**config.mk**
```make
export PLATFORM = sky130hd
export DESIGN_NAME = instr_word_encoder_stream
export DESIGN_NICKNAME = d
export VERILOG_FILES = /design/src/rtl/instr_word_encoder_stream_pkg.sv /design/src/rtl/instr_word_encoder_stream_pack.sv /design/src/rtl/instr_word_encoder_stream.sv
export SDC_FILE = /design/constraint.sdc
export NUM_CORES = 1
export LEC_CHECK = 0
export CORE_MARGIN = 2
export CORE_UTILIZATION = 43
export CTS_BUF_LIST = sky130_fd_sc_hd__clkbuf_16
export DETAILED_ROUTE_END_ITERATION = 6
export HOLD_SLACK_MARGIN = 0.02
export PLACE_DENSITY_LB_ADDON = 0.05
export RECOVER_POWER = 25
export SYNTH_ARGS = -nofsm -noshare
export SYNTH_HDL_FRONTEND = slang
export SYNTH_SLANG_ARGS = --single-unit
```
**constraint.sdc**
```tcl
create_clock -name clk -period 3.3 [get_ports clk]
set_input_delay 0.495 -clock clk [delete_from_list [all_inputs] [get_ports clk]]
set_output_delay 0.495 -clock clk [all_outputs]
set_load 0.02 [all_outputs]
```
**src/rtl/instr_word_encoder_stream_pkg.sv**
```systemverilog
`default_nettype none
// ============================================================================
// instr_word_encoder_stream_pkg
//   Shared types and constants for the RISC-V instruction word encoder.
//   Rev 1.0
// ============================================================================
package instr_word_encoder_stream_pkg;

   // Same encoding as the field decoder; codes 6 and 7 are unknown types.
   typedef enum logic [2:0] {
      IT_R = 3'd0,
      IT_I = 3'd1,
      IT_S = 3'd2,
      IT_B = 3'd3,
      IT_J = 3'd4,
      IT_U = 3'd5
   } instr_type_enum;

   localparam logic [6:0] OPC_OP     = 7'h33;
   localparam logic [6:0] OPC_OP_IMM = 7'h13;
   localparam logic [6:0] OPC_LOAD   = 7'h03;
   localparam logic [6:0] OPC_STORE  = 7'h23;
   localparam logic [6:0] OPC_BRANCH = 7'h63;
   localparam logic [6:0] OPC_JAL    = 7'h6F;
   localparam logic [6:0] OPC_LUI    = 7'h37;
   localparam logic [6:0] OPC_AUIPC  = 7'h17;

   localparam int IMM12_MIN = -2048;
   localparam int IMM12_MAX = 2047;
   localparam int IMM13_MIN = -4096;
   localparam int IMM13_MAX = 4094;
   localparam int IMM21_MIN = -(1 << 20);
   localparam int IMM21_MAX = (1 << 20) - 2;

   typedef enum logic [1:0] {
      ST_IDLE = 2'd0,
      ST_RUN  = 2'd1,
      ST_FULL = 2'd2
   } enc_state_e;

endpackage
`default_nettype wire

```
**src/rtl/instr_word_encoder_stream_pack.sv**
```systemverilog
`default_nettype none
// ============================================================================
// instr_word_pack
//   Combinational field-to-word packer with a legality flag.
//   ENCODER_RANGE_CHECK_EN: when defined, out-of-range immediates are illegal.
//   Rev 1.0
// ============================================================================
module instr_word_pack
   import instr_word_encoder_stream_pkg::*;
(
   input  instr_type_enum instr_type_i,
   input  logic [6:0]     opcode_i,
   input  logic [4:0]     rd_i,
   input  logic [2:0]     funct3_i,
   input  logic [4:0]     rs1_i,
   input  logic [4:0]     rs2_i,
   input  logic [6:0]     funct7_i,
   input  logic [31:0]    imm_i,
   output logic [31:0]    word_o,
   output logic           legal_o
);

`ifdef ENCODER_RANGE_CHECK_EN
   logic signed [31:0] w_simm;
   assign w_simm = signed'(imm_i);
`endif

   always_comb begin
      word_o  = 32'h0;
      legal_o = 1'b0;
      case (instr_type_i)
         IT_R: begin
            word_o  = {funct7_i, rs2_i, rs1_i, funct3_i, rd_i, opcode_i};
            legal_o = 1'b1;
         end
         IT_I: begin
            word_o  = {imm_i[11:0], rs1_i, funct3_i, rd_i, opcode_i};
`ifdef ENCODER_RANGE_CHECK_EN
            legal_o = (w_simm >= IMM12_MIN) && (w_simm <= IMM12_MAX);
`else
            legal_o = 1'b1;
`endif
         end
         IT_S: begin
            word_o  = {imm_i[11:5], rs2_i, rs1_i, funct3_i, imm_i[4:0], opcode_i};
`ifdef ENCODER_RANGE_CHECK_EN
            legal_o = (w_simm >= IMM12_MIN) && (w_simm <= IMM12_MAX);
`else
            legal_o = 1'b1;
`endif
         end
         IT_B: begin
            word_o  = {imm_i[12], imm_i[10:5], rs2_i, rs1_i, funct3_i,
                       imm_i[4:1], imm_i[11], opcode_i};
`ifdef ENCODER_RANGE_CHECK_EN
            legal_o = (w_simm >= IMM13_MIN) && (w_simm <= IMM13_MAX) && !imm_i[0];
`else
            legal_o = 1'b1;
`endif
         end
         IT_J: begin
            word_o  = {imm_i[20], imm_i[10:1], imm_i[11], imm_i[19:12], rd_i, opcode_i};
`ifdef ENCODER_RANGE_CHECK_EN
            legal_o = (w_simm >= IMM21_MIN) && (w_simm <= IMM21_MAX) && !imm_i[0];
`else
            legal_o = 1'b1;
`endif
         end
         IT_U: begin
            word_o  = {imm_i[31:12], rd_i, opcode_i};
`ifdef ENCODER_RANGE_CHECK_EN
            legal_o = (imm_i[11:0] == 12'h000);
`else
            legal_o = 1'b1;
`endif
         end
         default: begin
            word_o  = 32'h0;
            legal_o = 1'b0;
         end
      endcase
   end

endmodule
`default_nettype wire

```
**src/rtl/instr_word_encoder_stream.sv**
```systemverilog
`default_nettype none
// ============================================================================
// instr_word_encoder_stream
//   Packs field tuples into instruction words and emits sequential IMEM writes.
//   ENCODER_RANGE_CHECK_EN: enables immediate range checks in instr_word_pack.
//   Rev 1.0
// ============================================================================
module instr_word_encoder_stream
   import instr_word_encoder_stream_pkg::*;
#(
   parameter logic [31:0] BASE_ADDR = 32'h0000_0000,
   parameter int          DEPTH     = 256
) (
   input  logic                         clk,
   input  logic                         reset,
   input  logic                         start,
   input  logic                         in_valid,
   output logic                         in_ready,
   input  instr_type_enum               instr_type,
   input  logic [6:0]                   opcode,
   input  logic [4:0]                   rd,
   input  logic [2:0]                   funct3,
   input  logic [4:0]                   rs1,
   input  logic [4:0]                   rs2,
   input  logic [6:0]                   funct7,
   input  logic [31:0]                  imm,
   output logic                         out_valid,
   input  logic                         out_ready,
   output logic [31:0]                  out_addr,
   output logic [31:0]                  out_word,
   output logic [$clog2(DEPTH+1)-1:0]   count,
   output logic                         full,
   output logic                         err
);

   localparam int            CW      = $clog2(DEPTH + 1);
   localparam logic [CW-1:0] DEPTH_C = CW'(DEPTH);

   enc_state_e    state_q, state_d;
   logic          out_valid_q, out_valid_d;
   logic [31:0]   out_addr_q, out_addr_d;
   logic [31:0]   out_word_q, out_word_d;
   logic [31:0]   next_addr_q, next_addr_d;
   logic [CW-1:0] count_q, count_d;
   logic          err_q, err_d;

   logic [31:0]   w_word;
   logic          w_legal;
   logic          w_full;
   logic          w_in_ready;
   logic          w_accept;

   instr_word_pack u_pack (
      .instr_type_i (instr_type),
      .opcode_i     (opcode),
      .rd_i         (rd),
      .funct3_i     (funct3),
      .rs1_i        (rs1),
      .rs2_i        (rs2),
      .funct7_i     (funct7),
      .imm_i        (imm),
      .word_o       (w_word),
      .legal_o      (w_legal)
   );

   assign w_full = (count_q == DEPTH_C);
   // Output register may be refilled in the same cycle it drains.
   assign w_in_ready = (state_q == ST_RUN) && !start && !w_full &&
                       (!out_valid_q || out_ready);
   assign w_accept   = in_valid && w_in_ready;

   always_comb begin
      state_d     = state_q;
      out_valid_d = out_valid_q;
      out_addr_d  = out_addr_q;
      out_word_d  = out_word_q;
      next_addr_d = next_addr_q;
      count_d     = count_q;
      err_d       = err_q;

      if (out_valid_q && out_ready) begin
         out_valid_d = 1'b0;
      end

      if (w_accept) begin
         if (w_legal) begin
            out_valid_d = 1'b1;
            out_word_d  = w_word;
            out_addr_d  = next_addr_q;
            next_addr_d = next_addr_q + 32'd4;
            count_d     = count_q + CW'(1);
         end else begin
            err_d = 1'b1;
         end
      end

      case (state_q)
         ST_IDLE: begin
            if (start) state_d = ST_RUN;
         end
         ST_RUN: begin
            if (!start && (count_d == DEPTH_C)) state_d = ST_FULL;
         end
         ST_FULL: begin
            if (start) state_d = ST_RUN;
         end
         default: state_d = ST_IDLE;
      endcase

      // Rewind leaves any registered word in place so it still drains.
      if (start) begin
         state_d     = ST_RUN;
         next_addr_d = BASE_ADDR;
         count_d     = '0;
         err_d       = 1'b0;
      end
   end

   always_ff @(posedge clk or posedge reset) begin
      if (reset) begin
         state_q     <= ST_IDLE;
         out_valid_q <= 1'b0;
         out_addr_q  <= 32'h0;
         out_word_q  <= 32'h0;
         next_addr_q <= BASE_ADDR;
         count_q     <= '0;
         err_q       <= 1'b0;
      end else begin
         state_q     <= state_d;
         out_valid_q <= out_valid_d;
         out_addr_q  <= out_addr_d;
         out_word_q  <= out_word_d;
         next_addr_q <= next_addr_d;
         count_q     <= count_d;
         err_q       <= err_d;
      end
   end

   assign in_ready  = w_in_ready;
   assign out_valid = out_valid_q;
   assign out_addr  = out_addr_q;
   assign out_word  = out_word_q;
   assign count     = count_q;
   assign full      = w_full;
   assign err       = err_q;

endmodule
`default_nettype wire

```
==> results of run 1 <==
layout make-up:
class,count,area (um^2),share of cell area [%]
inverters,14,53.8,0.765
clock buffers,9,225,3.20
repair buffers,155,1540,21.9
multi-input cells,430,2350,33.4
well taps,147,184,2.62
clock inverters,7,53.8,0.765
flip-flops and latches,105,2630,37.4
routing by layer:
metal  track usage, %  vias to the layer above
met5                0                        -
met4             7.64                        0
met3             4.52                       19
met2             32.2                      120
met1             29.2                     2171
li1                 -                     2213
final timing paths:
kind | startpoint | end | slack (ns) | cells past startpoint
setup / recovery | count[3] | full | 0.35 | 4
min in group asynchronous | reset | out_word[16] | 0.79 | 2
setup reg to reg | count[3] | state_q[0] | 0.86 | 6
hold / removal | out_addr[15] | out_addr[15] | 0.48 | 2
max in group asynchronous | reset | out_addr[28] | 0.68 | 3
hold reg to reg | out_addr[15] | out_addr[15] | 0.48 | 2
worst max-delay path: stages, from the launching register on:
cell,delay [ns]
dfrtp_1,0.51
nor4_1,0.37
nand4_2,0.33
inv_1,0.25
clkdlybuf4s50_1,0.65
per-stage QoR:
stage	utilization, %	cell area, um^2	std cells
global placement	56.8	6770	851
CTS	59.2	7050	867
detailed placement	56.8	6770	851
finish	59.0	7030	867
floorplan	-	5190	582
global route	59.0	7030	867
cell usage in the layout, fill, tap and decap left out, types with 8 or more instances in the layout:
master and instances:
a21oi_1 22, a221oi_1 9, clkbuf_16 9, clkdlybuf4s50_1 145
dfrtp_1 105, inv_1 12, mux2i_1 13, nand2_1 148
nand3_1 9, nand4_1 14, nor2_1 68, nor3_1 8
o21ai_0 32, or3_1 11, xnor2_1 17, xor2_1 12
power groups by stage:
stage	Sequential, mW	Clock, mW	Combinational, mW
after floorplan	1.54	0	0.196
after global routing	1.43	1.08	0.662
after CTS	1.42	1.04	0.619
final	1.42	1.01	0.608
after global placement	1.44	0	0.614
after detailed placement	1.44	0	0.617
kinds of logic (layout without fill, tap and decap cells):
kind of cell	Yosys count	after routing	synth area share, %
xor gates and xnor gates	29	29	4.89
DFF	105	105	50.6
AOI/OAI and AO/OA	87	87	10.4
and+or+nand+nor	294	294	26.1
muxes	15	15	2.94
adders and majority gates	3	3	0.723
buffers and inverters	47	185	4.29
other	1	2	0.0723
sequential cells by signal, indices dropped and copies added (netlist names):
name and count:
next_addr_q 30, out_addr 30, err 1, out_word 32, state_q 2, count 9, out_valid 1
==> flow_metrics.env, run 1 <==
export IMPL_yosys_cell_count_top_type="nand2_1"
export IMPL_dieArea_mm2=0.0130
export IMPL_wl_met2_um=6030
export IMPL_p_clk_share_pct=33.4
export IMPL_period_minus_slack_ns=2.95
export IMPL_place_gp_congestion=0.799
export IMPL_antenna_found_initial=0
export IMPL_endpoint_kind="output pin"
export IMPL_cts_sinks=105
export IMPL_ctsResizeCount=0
export IMPL_p_total_mw=3.04
export IMPL_synth_top_area_share_pct=50.6
export IMPL_syn_inst=581
export IMPL_h_tree_depth=3
export IMPL_ys_seq_area_share_pct=50.6
export IMPL_clk_pin_slew_ns=0.07
export IMPL_cts_made_buffers=9
export IMPL_rsz0062_at_grt="no"
export IMPL_clk_latency_ns=0.35
export IMPL_antenna_cells=0
export IMPL_synth_edf_count=0
export IMPL_coreArea_mm2=0.0119
export IMPL_drtIter0Drc=289
export IMPL_cts_setup_buffers=0
export IMPL_skew_ns=0.0162
export IMPL_drt_wirelength_per_cell_um=15.0
export IMPL_placementRows=40
export IMPL_setup_tns_ns=0
export IMPL_overflow=0
export IMPL_p_sw_mw=0.861
export IMPL_synth_async_sr_flop_share_pct=100
export IMPL_met1_length_um=6000
export IMPL_initial_utilization_pct=43.6
export IMPL_drt_wl_total_um=13000
export IMPL_drc=0
export IMPL_ios=149
export IMPL_worst_setup_path_start_kind="flop"
export IMPL_drtAntennaViolNets=0
export IMPL_hold_class="reg -> reg"
export IMPL_cts_tree="done"
export IMPL_setup_slack_ns=0.348
export IMPL_synth_distinct_cells=49
export IMPL_p_seq_share_pct=46.6
export IMPL_p_leak_nw=3.08
export IMPL_synth_area_leaders="dfrtp_1, nand2_1, nor2_1"
export IMPL_grt_pass1_vias=4512
export IMPL_die_y_um=114
export IMPL_die_w_um=114
export IMPL_synth_top_cell_by_area="dfrtp_1"
export IMPL_io_buffers=146
export IMPL_place_hpwl_um=9400
export IMPL_netSwitchingFraction_pct=28.3
export IMPL_timing_hold_ws_ns=0.476
export IMPL_yosys_top_cells_count="nand2_1, dfrtp_1, nor2_1, o21ai_0, a21oi_1"
export IMPL_drv_cap=0
export IMPL_drive_gt1_share_pct=5.28
export IMPL_clockBufferDepth=2
export IMPL_finalCritPeriodShare_pct=89.5
export IMPL_dr_max_layer_used="met4"
export IMPL_power_frac_comb_pct=20.0
export IMPL_grt_first_pass_wirelength_um=21800
export IMPL_final_hold_viol_count=0
export IMPL_vias=4523
export IMPL_ctsHoldBuffers=0
export IMPL_ys_dominant_reg_cell="dfrtp_1"
export IMPL_nFillCells=1082
export IMPL_pre_cts_slack_ns=0.437
export IMPL_worst_pin_slew_ns=1.37
export IMPL_cp_max_fo=10
export IMPL_slew_headroom_pct=8.38
export IMPL_outcome="finished, final reports clean"
export IMPL_synthesis_area_mm2=0.00519
export IMPL_grt_max_degree=57
export IMPL_syn_avg_cell_area_um2=8.93
export IMPL_powerDensity_mw_per_mm2=432
export IMPL_grt_usage_pct=20.9
export IMPL_p_int_mw=2.18
export IMPL_crit_type="reg -> out"
export IMPL_first_pass_iters=4
export IMPL_cts_root_buf="clkbuf_16"
export IMPL_yosys_warnings=0
export IMPL_final_nets=790
export IMPL_wl_met3_um=732
export IMPL_timing_fmax_mhz=339
export IMPL_setup_viol=0
export IMPL_syn2layout_area_growth_pct=35.5
export IMPL_crit_arrival_ns=2.46
export IMPL_maxSlewViolCount=0
export IMPL_vias_per_cell=5.22
export IMPL_ir_drop_mv=0.222
export IMPL_required_ns=2.80
export IMPL_synth_seq_cells=105
Power figures use the tool's default switching activity.
==> run 2, diff against run 1 <==
Settings changed: CTS_CLUSTER_SIZE from default to 40.
==> results of run 2 <==
Same layout as run 1: the final DEF is identical, and so are final timing and power.
==> run 3, diff against run 2 <==
Settings changed: CAP_MARGIN from default to 20.
==> results of run 3 <==
Same layout as run 1: the final DEF is identical, and so are final timing and power.
